### config.mk
export PLATFORM = sky130hd
export DESIGN_NAME = edge_detect
export DESIGN_NICKNAME = d
export VERILOG_FILES = /design/src/rtl/edge_detect.sv
export SDC_FILE = /design/constraint.sdc
export NUM_CORES = 1
export LEC_CHECK = 0
export ABC_CLOCK_PERIOD_IN_PS = 6900
export CAP_MARGIN = 20
export CELL_PAD_IN_SITES_DETAIL_PLACEMENT = 1
export CELL_PAD_IN_SITES_GLOBAL_PLACEMENT = 1
export CORE_ASPECT_RATIO = 2
export CORE_MARGIN = 3
export CORE_UTILIZATION = 35
export DETAILED_ROUTE_END_ITERATION = 10
export HOLD_SLACK_MARGIN = 0.1
export PLACE_DENSITY = 0.69
export SYNTH_ARGS = -nofsm -noshare
export SYNTH_HDL_FRONTEND = slang
export SYNTH_SLANG_ARGS = --single-unit
### constraint.sdc
create_clock -name clk -period 6.9 [get_ports clk]
set_input_delay 0.69 -clock clk [delete_from_list [all_inputs] [get_ports clk]]
set_output_delay 0.69 -clock clk [all_outputs]
set_load 0.03 [all_outputs]
### src/rtl/edge_detect.sv
// Sobel edge-detection engine: reads a 24-bit RGB frame from word memory and
// writes a grey gradient-magnitude frame, one pixel at a time in raster order.
module edge_detect #(
  parameter int AW = 32,
  parameter int DW = 32
) (
  input  logic          clk,
  input  logic          reset_n,
  input  logic [AW-1:0] addr_in,
  input  logic [AW-1:0] addr_out,
  input  logic [31:0]   width,
  input  logic [31:0]   height,
  input  logic          start,
  output logic          done,
  output logic [AW-1:0] mem_addr,
  output logic          mem_rd,
  input  logic [DW-1:0] mem_rdata,
  output logic          mem_wr,
  output logic [DW-1:0] mem_wdata
);

  typedef enum logic [2:0] {
    S_IDLE     = 3'd0,
    S_DISPATCH = 3'd1,
    S_LOAD     = 3'd2,
    S_CALC     = 3'd3,
    S_WRITE    = 3'd4,
    S_NEXT     = 3'd5,
    S_DONE     = 3'd6
  } state_t;

  localparam logic [AW-1:0] ONE_A = {{(AW-1){1'b0}}, 1'b1};
  localparam logic [AW-1:0] TWO_A = {{(AW-2){1'b0}}, 2'd2};

  function automatic logic [7:0] gray_of(input logic [23:0] px);
    logic [9:0] s;
    s = {2'b00, px[23:16]} + {1'b0, px[15:8], 1'b0} + {2'b00, px[7:0]};
    return s[9:2];
  endfunction

  function automatic logic [9:0] wsum(input logic [7:0] a, input logic [7:0] b,
                                      input logic [7:0] c);
    return {2'b00, a} + {1'b0, b, 1'b0} + {2'b00, c};
  endfunction

  state_t        state_r;
  logic [AW-1:0] ain_r, aout_r, off_r;
  logic [31:0]   width_r, height_r, x_r, y_r;
  logic [3:0]    rd_cnt_r, cap_cnt_r;
  logic [1:0]    col_r;
  logic          cap_pend_r;
  logic [7:0]    win_r [0:8];
  logic          done_r, mem_rd_r, mem_wr_r;
  logic [AW-1:0] mem_addr_r;
  logic [DW-1:0] mem_wdata_r;

  logic [AW-1:0]       wid_a_s, rd_first_s;
  logic                border_s, last_col_s, last_row_s, empty_s;
  logic signed [11:0]  gx_s, gy_s;
  logic [11:0]         ax_s, ay_s, mag_s;
  logic [7:0]          m_s;
  logic                unused_ok_s;

  assign unused_ok_s = ^{mem_rdata[DW-1:24]};

  // Pixel position, addressing and Sobel arithmetic on the captured window.
  always_comb begin
    wid_a_s    = AW'(width_r);
    rd_first_s = ain_r + off_r - wid_a_s - ONE_A;
    empty_s    = (width_r == 32'd0) || (height_r == 32'd0);
    last_col_s = (x_r == width_r - 32'd1);
    last_row_s = (y_r == height_r - 32'd1);
    border_s   = (x_r == 32'd0) || (y_r == 32'd0) || last_col_s || last_row_s;
    gx_s  = $signed({2'b00, wsum(win_r[2], win_r[5], win_r[8])})
          - $signed({2'b00, wsum(win_r[0], win_r[3], win_r[6])});
    gy_s  = $signed({2'b00, wsum(win_r[6], win_r[7], win_r[8])})
          - $signed({2'b00, wsum(win_r[0], win_r[1], win_r[2])});
    ax_s  = gx_s[11] ? $unsigned(-gx_s) : $unsigned(gx_s);
    ay_s  = gy_s[11] ? $unsigned(-gy_s) : $unsigned(gy_s);
    mag_s = ax_s + ay_s;
    m_s   = (mag_s > 12'd255) ? 8'hFF : mag_s[7:0];
  end

  // Job sequencer with registered memory strobes and done flag.
  always_ff @(posedge clk or negedge reset_n) begin
    if (!reset_n) begin
      state_r     <= S_IDLE;
      ain_r       <= '0;
      aout_r      <= '0;
      off_r       <= '0;
      width_r     <= 32'd0;
      height_r    <= 32'd0;
      x_r         <= 32'd0;
      y_r         <= 32'd0;
      rd_cnt_r    <= 4'd0;
      cap_cnt_r   <= 4'd0;
      col_r       <= 2'd0;
      cap_pend_r  <= 1'b0;
      for (int i = 0; i < 9; i++) win_r[i] <= 8'd0;
      done_r      <= 1'b0;
      mem_rd_r    <= 1'b0;
      mem_wr_r    <= 1'b0;
      mem_addr_r  <= '0;
      mem_wdata_r <= '0;
    end else begin
      // Read data arrives the cycle after the strobe.
      cap_pend_r <= mem_rd_r;
      case (state_r)
        S_IDLE: begin
          mem_rd_r <= 1'b0;
          mem_wr_r <= 1'b0;
          if (start && !done_r) begin
            ain_r    <= addr_in;
            aout_r   <= addr_out;
            width_r  <= width;
            height_r <= height;
            x_r      <= 32'd0;
            y_r      <= 32'd0;
            off_r    <= '0;
            state_r  <= S_DISPATCH;
          end
        end
        S_DISPATCH: begin
          if (empty_s) begin
            done_r  <= 1'b1;
            state_r <= S_DONE;
          end else if (border_s) begin
            mem_wr_r    <= 1'b1;
            mem_addr_r  <= aout_r + off_r;
            mem_wdata_r <= '0;
            state_r     <= S_WRITE;
          end else begin
            mem_rd_r   <= 1'b1;
            mem_addr_r <= rd_first_s;
            rd_cnt_r   <= 4'd0;
            col_r      <= 2'd0;
            cap_cnt_r  <= 4'd0;
            state_r    <= S_LOAD;
          end
        end
        S_LOAD: begin
          if (mem_rd_r) begin
            if (rd_cnt_r == 4'd8) begin
              mem_rd_r <= 1'b0;
            end else if (col_r == 2'd2) begin
              rd_cnt_r   <= rd_cnt_r + 4'd1;
              col_r      <= 2'd0;
              mem_addr_r <= mem_addr_r + wid_a_s - TWO_A;
            end else begin
              rd_cnt_r   <= rd_cnt_r + 4'd1;
              col_r      <= col_r + 2'd1;
              mem_addr_r <= mem_addr_r + ONE_A;
            end
          end
          if (cap_pend_r) begin
            for (int i = 0; i < 8; i++) win_r[i] <= win_r[i+1];
            win_r[8] <= gray_of(mem_rdata[23:0]);
            if (cap_cnt_r == 4'd8) begin
              state_r <= S_CALC;
            end else begin
              cap_cnt_r <= cap_cnt_r + 4'd1;
            end
          end
        end
        S_CALC: begin
          mem_wr_r    <= 1'b1;
          mem_addr_r  <= aout_r + off_r;
          mem_wdata_r <= DW'({8'h00, m_s, m_s, m_s});
          state_r     <= S_WRITE;
        end
        S_WRITE: begin
          mem_wr_r <= 1'b0;
          state_r  <= S_NEXT;
        end
        S_NEXT: begin
          off_r <= off_r + ONE_A;
          if (last_col_s) begin
            x_r <= 32'd0;
            if (last_row_s) begin
              done_r  <= 1'b1;
              state_r <= S_DONE;
            end else begin
              y_r     <= y_r + 32'd1;
              state_r <= S_DISPATCH;
            end
          end else begin
            x_r     <= x_r + 32'd1;
            state_r <= S_DISPATCH;
          end
        end
        S_DONE: begin
          mem_rd_r <= 1'b0;
          mem_wr_r <= 1'b0;
          if (!start) begin
            done_r  <= 1'b0;
            state_r <= S_IDLE;
          end
        end
        default: begin
          state_r  <= S_IDLE;
          done_r   <= 1'b0;
          mem_rd_r <= 1'b0;
          mem_wr_r <= 1'b0;
        end
      endcase
    end
  end

  assign done      = done_r;
  assign mem_rd    = mem_rd_r;
  assign mem_wr    = mem_wr_r;
  assign mem_addr  = mem_addr_r;
  assign mem_wdata = mem_wdata_r;

endmodule

==> results of run 1 <==
[layout make-up]
cell class              count  area, um^2
flip-flops and latches    353        8830
well taps                1057        1320
clock buffers              59        1210
fillers                  9892       49000
inverters                 434        1630
repair buffers            252        2470
clock inverters             7        87.6
multi-input cells        2620       18000
[cell usage after synthesis, types with 15 or more instances]
cell	n	area, um^2
a31oi_1	34	213
a211oi_1	28	210
o21ai_0	308	1540
o31ai_1	19	143
a21oi_1	142	711
nand4_1	51	319
nor4_1	44	275
or3_1	24	150
and2_1	15	93.8
a21o_1	61	458
nand2_1	555	2080
and3_1	53	332
nor3_1	72	360
nand2b_1	30	188
o21bai_1	22	165
dfrtp_1	353	8830
clkbuf_1	134	503
nor2_1	174	653
nor2b_1	21	131
mux2i_1	15	150
o211ai_1	22	165
nand3_1	118	591
xor2_1	78	683
ha_1	180	2250
xnor2_1	183	1600
fa_1	105	2100
inv_1	434	1630
o21a_1	16	120
nor4_2	18	225
buf_4	24	180
[cells by family (layout without fill, tap and decap cells)]
group           Yosys count  in the layout  share of synthesized area (%)
other cells               1              8                         0.0128
compound gates          782            782                           16.7
fa+ha+maj               285            285                           14.9
mux                      19             19                          0.668
simple gates           1265           1265                           21.3
flops                   353            353                           30.2
buf+inv                 613            752                           8.31
xor+xnor                261            261                           7.83
[how the worst min path moves through the flow]
stage | start | endpoint | slack [ns] | cells after the start
after floorplan | reset_n | ain_r[0]$_DFFE_PN0P_ | 0.39 | 0
after global placement | win_r[32]$_DFFE_PN0P_ | win_r[40]$_DFFE_PN0P_ | 0.45 | 2
after detailed placement | win_r[32]$_DFFE_PN0P_ | win_r[40]$_DFFE_PN0P_ | 0.46 | 2
after CTS | reset_n | mem_wdata[15]$_DFFE_PN0P_ | 0.15 | 1
after global routing | reset_n | mem_wdata[15]$_DFFE_PN0P_ | 0.16 | 1
final | reset_n | mem_wdata[15]$_DFFE_PN0P_ | 0.12 | 1
[sequential cells by signal, indices dropped and copies added (netlist names), 2 cells and up]
| register | flops |
|---|---|
| mem_addr | 32 |
| state_r | 3 |
| off_r | 32 |
| height_r | 32 |
| aout_r | 32 |
| wid_a_s | 32 |
| rd_cnt_r | 4 |
| col_r | 2 |
| x_r | 32 |
| cap_cnt_r | 4 |
| mem_wdata | 8 |
| ain_r | 32 |
| y_r | 32 |
| win_r | 72 |
[critical path, stage by stage, from the launching register on]
cell and delay (ns):
dfrtp_1 0.39, inv_1 0.09, fa_1 0.52, fa_1 0.53, fa_1 0.53, ha_1 0.31
a21o_1 0.18, a21oi_1 0.25, o21bai_1 0.12, a21oi_1 0.31, o21bai_1 0.11, a21oi_1 0.23
o21bai_1 0.09, a21o_1 0.24, mux2_2 0.33, fa_1 0.43, a21oi_1 0.18, nor2_1 0.05
nor2_1 0.16, o21bai_1 0.08, a21oi_1 0.24, o21bai_1 0.13, o21a_1 0.18, a21oi_1 0.15
buf_4 0.18, o21ai_0 0.11, nand2_1 0.12
[stage by stage]
step                std cells  setup WS, ns  util [%]
floorplan                3586          1.19         -
global placement         4716         0.663      39.1
detailed placement       4716         0.567      39.1
CTS                      4782         0.522      40.6
global route             4782        0.0956      40.6
finish                   4782         0.588      40.6
[metal layers]
layer / track usage (%) / share of wire (%) / wire (um)
met4: 13.0 / 6.3 / 6710
met3: 2.16 / 2.6 / 2790
met1: 25.5 / 36 / 38900
met2: 47.8 / 55 / 58900
met5: 0 / 0 / 0
[report_power, final]
part	internal (W)	switching [W]
Clock	0.00128	0.000957
Combinational	0.00778	0.00984
Sequential	0.00224	0.000122
Total	0.0113	0.0109
==> reports/metrics.yaml, run 1 <==
synth_area_um2: 29200
synth_ff_type: "dfrtp_1"
critPathLaunch: "win_r[50]$_DFFE_PN0P_"
via_count: 26300
async_reset_ff_share_pct: 100
reg2regPathDepth: 26
num_antenna_cells: 0
power.density_nw_per_um2: 662
finalPower_w: 0.0222
drc: 0
timing.rr.start: "win_r[50]$_DFFE_PN0P_"
drive_above_1_share_pct: 4.48
core_area_um2: 82600
start_util_pct: 35.4
dp_hpwl_um: 86000
worstReg2RegEnd: "mem_wdata[20]$_DFFE_PN0P_"
avgSynthCellArea_um2: 8.16
crit_fanout: 8
final.setup.tns_ns: 0
clock-sinks: 353
area_growth_pct: 14.9
hold_slack_ns: 0.117
tightest_slew_ns: 1.06
yosysSeqAreaShare_pct: 30.2
r2r_slack_ns: 0.59
grt_pass1_vias: 28500
final_cell_mix: "555 x nand2_1, 434 x inv_1, 353 x dfrtp_1"
relSlewSlack_pct: 28.7
start_kind: "register"
ys_ff_latch: 353
placementRows: 149
die_area_um2: 87200
grt_pass1_wl_um: 166000
ys_types: 88
maxCapViolCount: 0
final_nets: 4148
yosys_warnings: 0
final_common_cell: "nand2_1"
numCtsBuffers: 39
drtPass1Iterations: 6
critPathKind: "register to register"
antenna_found_initial: 1
synth_edf_count: 0
ios: 230
vdd_drop_max_mv: 2.06
port_buffers: 213
tritoncts: "done"
period_share_pct: 91.5
post_cts_buffers: 0
clk_latency_ns: 0.60
max_freq_mhz: 158
leakage_nw: 15.3
setup_viol: 0
period_needed_ns: 6.31
crit_arrival_ns: 6.82
clk_pin_slew_ns: 0.07
routabilityCongestion: 1.00
cts_root_buf: "clkbuf_16"
die_x_um: 210
cts.path.max_buffers: 3
first_iter_violations: 1193
wl_per_cell_um: 22.4
cts_resized: 0
grt_max_degree: 141
cp-endpoint: "mem_wdata[20]$_DFFE_PN0P_"
ant_nets: 0
h-tree-depth: 2
vias_per_cell: 5.50
fp.dieH_um: 415
hold_viol: 0
cp-end-kind: "register"
rsz0062_at_grt: "no"
cts_hold_buffers: 0
final_area_um2: 33600
hold_class: "input pin to asynchronous set/reset pin"
place_area_um2: 32300
routed_wl_um: 107000
cp_data_required_time_ns: 7.41
skew_ns: 0.0340
slew_violations: 0
grt-ovfl-total: 0
grt.total_usage_pct: 24.5
synth_cells: 3579
status: "complete, no violations"
Power figures use the tool's default switching activity.
==> inputs of run 2 (changes only) <==
--- a/config.mk
+++ b/config.mk
@@ -11,10 +11,10 @@
 export CELL_PAD_IN_SITES_GLOBAL_PLACEMENT = 1
 export CORE_ASPECT_RATIO = 2
 export CORE_MARGIN = 3
-export CORE_UTILIZATION = 35
+export CORE_UTILIZATION = 45
 export DETAILED_ROUTE_END_ITERATION = 10
 export HOLD_SLACK_MARGIN = 0.1
-export PLACE_DENSITY = 0.69
+export PLACE_DENSITY = 0.84
 export SYNTH_ARGS = -nofsm -noshare
 export SYNTH_HDL_FRONTEND = slang
 export SYNTH_SLANG_ARGS = --single-unit
==> run 2 against run 1 <==
Against the previous run:
- worst hold slack improved by 0.023 ns
- sequential share of layout area increased by 0.068 points
- fmax decreased by 2.0%
- wire length decreased by 0.61%
- utilization increased by 12 points
- global-route usage increased by 6.7 points
- critical path depth decreased by 1
- non-clock buffer count decreased by 2
==> reports/metrics.yaml, run 2 (synthesized netlist as in run 1, its figures left out) <==
status: "complete, no violations"
clk_latency_ns: 0.60
tritoncts: "done"
final_common_cell: "nand2_1"
wl_per_cell_um: 23.2
hold_slack_ns: 0.140
vias_per_cell: 5.90
setup_viol: 0
largest_reg_flops: 72
cp-end-kind: "register"
grt-ovfl-total: 0
top_register: "win_r"
grt_pass1_vias: 30100
reg2regPathDepth: 25
drc: 0
cts_hold_buffers: 0
ios: 230
worstReg2RegEnd: "mem_wdata[21]$_DFFE_PN0P_"
fp.dieH_um: 366
crit_fanout: 10
critPathKind: "register to register"
numCtsBuffers: 39
post-route-util_pct: 52.2
h-tree-depth: 2
cpPeakStageDelay_ns: 0.55
period_share_pct: 93.3
final_cell_mix: "555 x nand2_1, 434 x inv_1, 353 x dfrtp_1"
maxCapViolCount: 0
antenna_found_initial: 5
max_freq_mhz: 155
cts.path.max_buffers: 3
final_area_um2: 33500
use_met3_pct: 4.63
final.setup.tns_ns: 0
core_area_um2: 64100
die_area_um2: 68200
relSlewSlack_pct: 25.0
grt.total_usage_pct: 31.2
tightest_slew_ns: 1.12
port_buffers: 213
area_growth_pct: 14.6
start_kind: "register"
clk_pin_slew_ns: 0.07
skew_ns: 0.0257
final_nets: 4146
clock-sinks: 353
ant_nets: 0
first_iter_violations: 1316
dp_hpwl_um: 83500
busiest_layer: "met2"
slew_violations: 0
place_area_um2: 32000
crit_arrival_ns: 6.96
placementRows: 131
die_x_um: 186
grt.met2_usage_pct: 58.3
drive_above_1_share_pct: 4.64
period_needed_ns: 6.44
timing.rr.start: "win_r[50]$_DFFE_PN0P_"
cp_slowest_cell: "fa_1"
hold_viol: 0
routabilityCongestion: 1.00
via_count: 27100
start_util_pct: 45.6
drtPass1Iterations: 5
grt_pass1_wl_um: 166000
rsz0062_at_grt: "no"
cts_root_buf: "clkbuf_16"
r2r_slack_ns: 0.46
cp_data_required_time_ns: 7.42
worst-path-buf-inv: 1
routed_wl_um: 107000
grtUsageMet1_pct: 30.4
hold_class: "input pin to asynchronous set/reset pin"
grt_max_degree: 150
cp_top_family: "compound AO/OA/AOI/OAI gates"
run 2: cell count changes in the layout (fill, tap and decap cells not counted), moves of 2 or more:
| cell | change |
|---|---|
| clkinvlp_4 | +2 |
| a21oi_2 | +2 |
| diode_2 | +4 |
| a21oi_1 | -2 |
| clkbuf_16 | -2 |
| buf_4 | -2 |
| bufinv_16 | +10 |
| inv_6 | +2 |
| clkinv_2 | +3 |
| clkbuf_8 | -10 |
run 2: metal layers:
layer  up-vias  routed length (um)
met2       778               57700
met5         -                   0
met3       380                4170
met4         0                9170
met1     13600               35700
li1      12400                   -
run 2: per-stage QoR:
stage | setup WS (ns) | std cells
CTS | 0.120 | 4590
global placement | 0.500 | 4520
floorplan | 1.19 | 3586
detailed placement | 0.223 | 4520
finish | 0.460 | 4595
global route | 0.0602 | 4594
run 2: cell type report:
cell class / instances / area [um^2]
diodes: 4 / 10.0
clock buffers: 46 / 1020
clock inverters: 24 / 435
fillers: 7712 / 30600
inverters: 434 / 1630
multi-input cells: 2620 / 18000
flip-flops and latches: 353 / 8830
well taps: 864 / 1080
repair buffers: 250 / 2440
run 2: what timing repair did:
item / in CTS / in global routing
setup endpoints to repair: 0 / 8
setup buffers: 0 / 0
resized for setup: 0 / 2
run 2: worst max path at each step:
stage / from / endpoint / slack (ns) / cells past startpoint
2_1_floorplan: win_r[50]$_DFFE_PN0P_ / mem_wdata[15]$_DFFE_PN0P_ / 1.19 / 26
3_3_place_gp: win_r[19]$_DFFE_PN0P_ / mem_wdata[18]$_DFFE_PN0P_ / 0.50 / 26
3_5_place_dp: win_r[18]$_DFFE_PN0P_ / mem_wdata[18]$_DFFE_PN0P_ / 0.22 / 25
4_1_cts: win_r[18]$_DFFE_PN0P_ / mem_wdata[21]$_DFFE_PN0P_ / 0.12 / 25
5_1_grt: win_r[18]$_DFFE_PN0P_ / mem_wdata[19]$_DFFE_PN0P_ / 0.06 / 25
6_report: win_r[50]$_DFFE_PN0P_ / mem_wdata[21]$_DFFE_PN0P_ / 0.46 / 25
Power of run 2 is not shown: default switching activity piles up to over one toggle a cycle in this logic, so the estimate is an artifact.
==> inputs of run 3 (changes only) <==
--- a/config.mk
+++ b/config.mk
@@ -7,11 +7,11 @@
 export LEC_CHECK = 0
 export ABC_CLOCK_PERIOD_IN_PS = 6900
 export CAP_MARGIN = 20
-export CELL_PAD_IN_SITES_DETAIL_PLACEMENT = 1
-export CELL_PAD_IN_SITES_GLOBAL_PLACEMENT = 1
+export CELL_PAD_IN_SITES_DETAIL_PLACEMENT = 2
+export CELL_PAD_IN_SITES_GLOBAL_PLACEMENT = 2
 export CORE_ASPECT_RATIO = 2
 export CORE_MARGIN = 3
-export CORE_UTILIZATION = 45
+export CORE_UTILIZATION = 36
 export DETAILED_ROUTE_END_ITERATION = 10
 export HOLD_SLACK_MARGIN = 0.1
 export PLACE_DENSITY = 0.84
==> run 3 against run 2 <==
Against the previous run:
- fmax fell by 2.0%
- final cell count increased by 3.8%
- wire length increased by 10%
- global-route usage decreased by 3.9 points
- critical path depth is 1 higher
- first-iteration DRC count fell by 9.2%
- cell area increased by 0.40%
- clock skew decreased by 0.0044 ns
- utilization is 10 points lower
- critical path type unchanged
- largest cell class unchanged
- highest routed layer is now met5
==> reports/metrics.yaml, run 3 (synthesized netlist as in run 1, its figures left out) <==
power.density_nw_per_um2: 670
numCtsBuffers: 39
fp.dieH_um: 409
setup_viol: 0
grt.total_usage_pct: 27.4
antenna_found_initial: 1
tightest_slew_ns: 1.15
period_share_pct: 95.2
final_area_um2: 33600
final_common_cell: "nand2_1"
grt_max_degree: 143
max_freq_mhz: 152
h-tree-depth: 2
ios: 230
place_inst: 4697
reg2regPathDepth: 26
leakage_nw: 15.4
slew_violations: 0
critPathKind: "register to register"
vias_per_cell: 5.71
drc: 0
crit_fanout: 8
num_antenna_cells: 0
cp-end-kind: "register"
start_util_pct: 36.3
crit_top_cell: "a21oi_1"
cts_hold_buffers: 0
worstReg2RegEnd: "mem_wdata[16]$_DFFE_PN0P_"
wl_per_cell_um: 24.7
via_count: 27200
skew_ns: 0.0213
cpPeakStageDelay_ns: 0.54
crit_arrival_ns: 7.12
clock-sinks: 353
placementRows: 147
largest_reg_flops: 72
drive_above_1_share_pct: 4.62
final_cell_mix: "555 x nand2_1, 434 x inv_1, 353 x dfrtp_1"
cp_data_required_time_ns: 7.45
busiest_layer: "met2"
start_kind: "register"
final.setup.tns_ns: 0
final_nets: 4144
routabilityCongestion: 0.927
die_area_um2: 84800
cts.path.max_buffers: 3
clk_pin_slew_ns: 0.07
first_iter_violations: 1195
timing.rr.start: "win_r[18]$_DFFE_PN0P_"
grt_pass1_wl_um: 182000
place_area_um2: 32200
area_growth_pct: 15.1
use_met3_pct: 2.76
relSlewSlack_pct: 22.7
port_buffers: 213
cp_slowest_cell: "fa_1"
tritoncts: "done"
grtUsageMet1_pct: 27.1
period_needed_ns: 6.57
drtPass1Iterations: 5
clk_latency_ns: 0.61
top_register: "win_r"
core_area_um2: 80400
hold_viol: 0
grt.met2_usage_pct: 54.1
status: "complete, no violations"
die_x_um: 207
ant_nets: 0
maxCapViolCount: 0
grt_pass1_vias: 31200
dp_hpwl_um: 93000
r2r_slack_ns: 0.33
finalPower_w: 0.0225
cts_root_buf: "clkbuf_16"
routed_wl_um: 118000
grt-ovfl-total: 0
post-route-util_pct: 41.8
vdd_drop_max_mv: 1.50
post_cts_buffers: 0
hold_class: "input pin to asynchronous set/reset pin"
final_cells: 4769
-- run 3: cell types whose count changed in the layout (fill, tap and decap cells not counted), moves of 2 or more --
cell,previous run,this run
buf_4,34,31
bufinv_16,12,6
clkinv_4,0,5
clkinvlp_4,3,1
diode_2,4,0
-- run 3: where the power goes --
part / switching [W] / internal (W) / leakage, nW
combinational: 0.0100 / 0.00778 / 10.7
sequential: 0.000139 / 0.00224 / 3.97
clock: 0.00103 / 0.00131 / 0.670
total: 0.0112 / 0.0113 / 15.4
-- run 3: how the worst max path moves through the flow --
stage,start,to,cells past startpoint
global placement,win_r[2]$_DFFE_PN0P_,mem_wdata[18]$_DFFE_PN0P_,25
global route,win_r[18]$_DFFE_PN0P_,mem_wdata[16]$_DFFE_PN0P_,26
floorplan,win_r[50]$_DFFE_PN0P_,mem_wdata[15]$_DFFE_PN0P_,26
detailed placement,win_r[18]$_DFFE_PN0P_,mem_wdata[18]$_DFFE_PN0P_,26
finish,win_r[18]$_DFFE_PN0P_,mem_wdata[16]$_DFFE_PN0P_,26
CTS,win_r[18]$_DFFE_PN0P_,mem_wdata[18]$_DFFE_PN0P_,26
-- run 3: area by class of cell --
cell class | instances | area (um^2)
inverter | 434 | 1630
clock inverter | 25 | 344
sequential | 353 | 8830
timing repair buffer | 248 | 2460
clock buffer | 46 | 1020
multi-input combinational | 2620 | 18000
fill | 9115 | 46800
tap | 1043 | 1310
-- run 3: routing by layer --
metal | vias up | routed length, um
met4 | 2 | 8130
met3 | 290 | 3120
met2 | 582 | 65600
li1 | 12400 | -
met5 | - | 13
met1 | 14000 | 41100
-- run 3: worst max-delay path: cells and delay by family, from the launching register on --
kind,cells,cell delay [ns]
fa+ha+maj,5,2.43
buf+inv,2,0.28
flops,1,0.37
simple gates,3,0.34
compound gates,16,3.12
-- run 3: repair_timing --
| item | 4_1_cts | 5_1_grt |
|---|---|---|
| gates resized for setup | 0 | 2 |
| setup endpoints to repair | 0 | 8 |
| endpoints found under the hold margin | 0 | 0 |
-- run 3: through the flow --
stage	setup WS [ns]	hold slack, ns
finish	0.330	0.139
global route	-0.102	0.217
CTS	0.137	0.188
detailed placement	0.151	0.464
global placement	0.514	0.460
floorplan	1.19	0.394
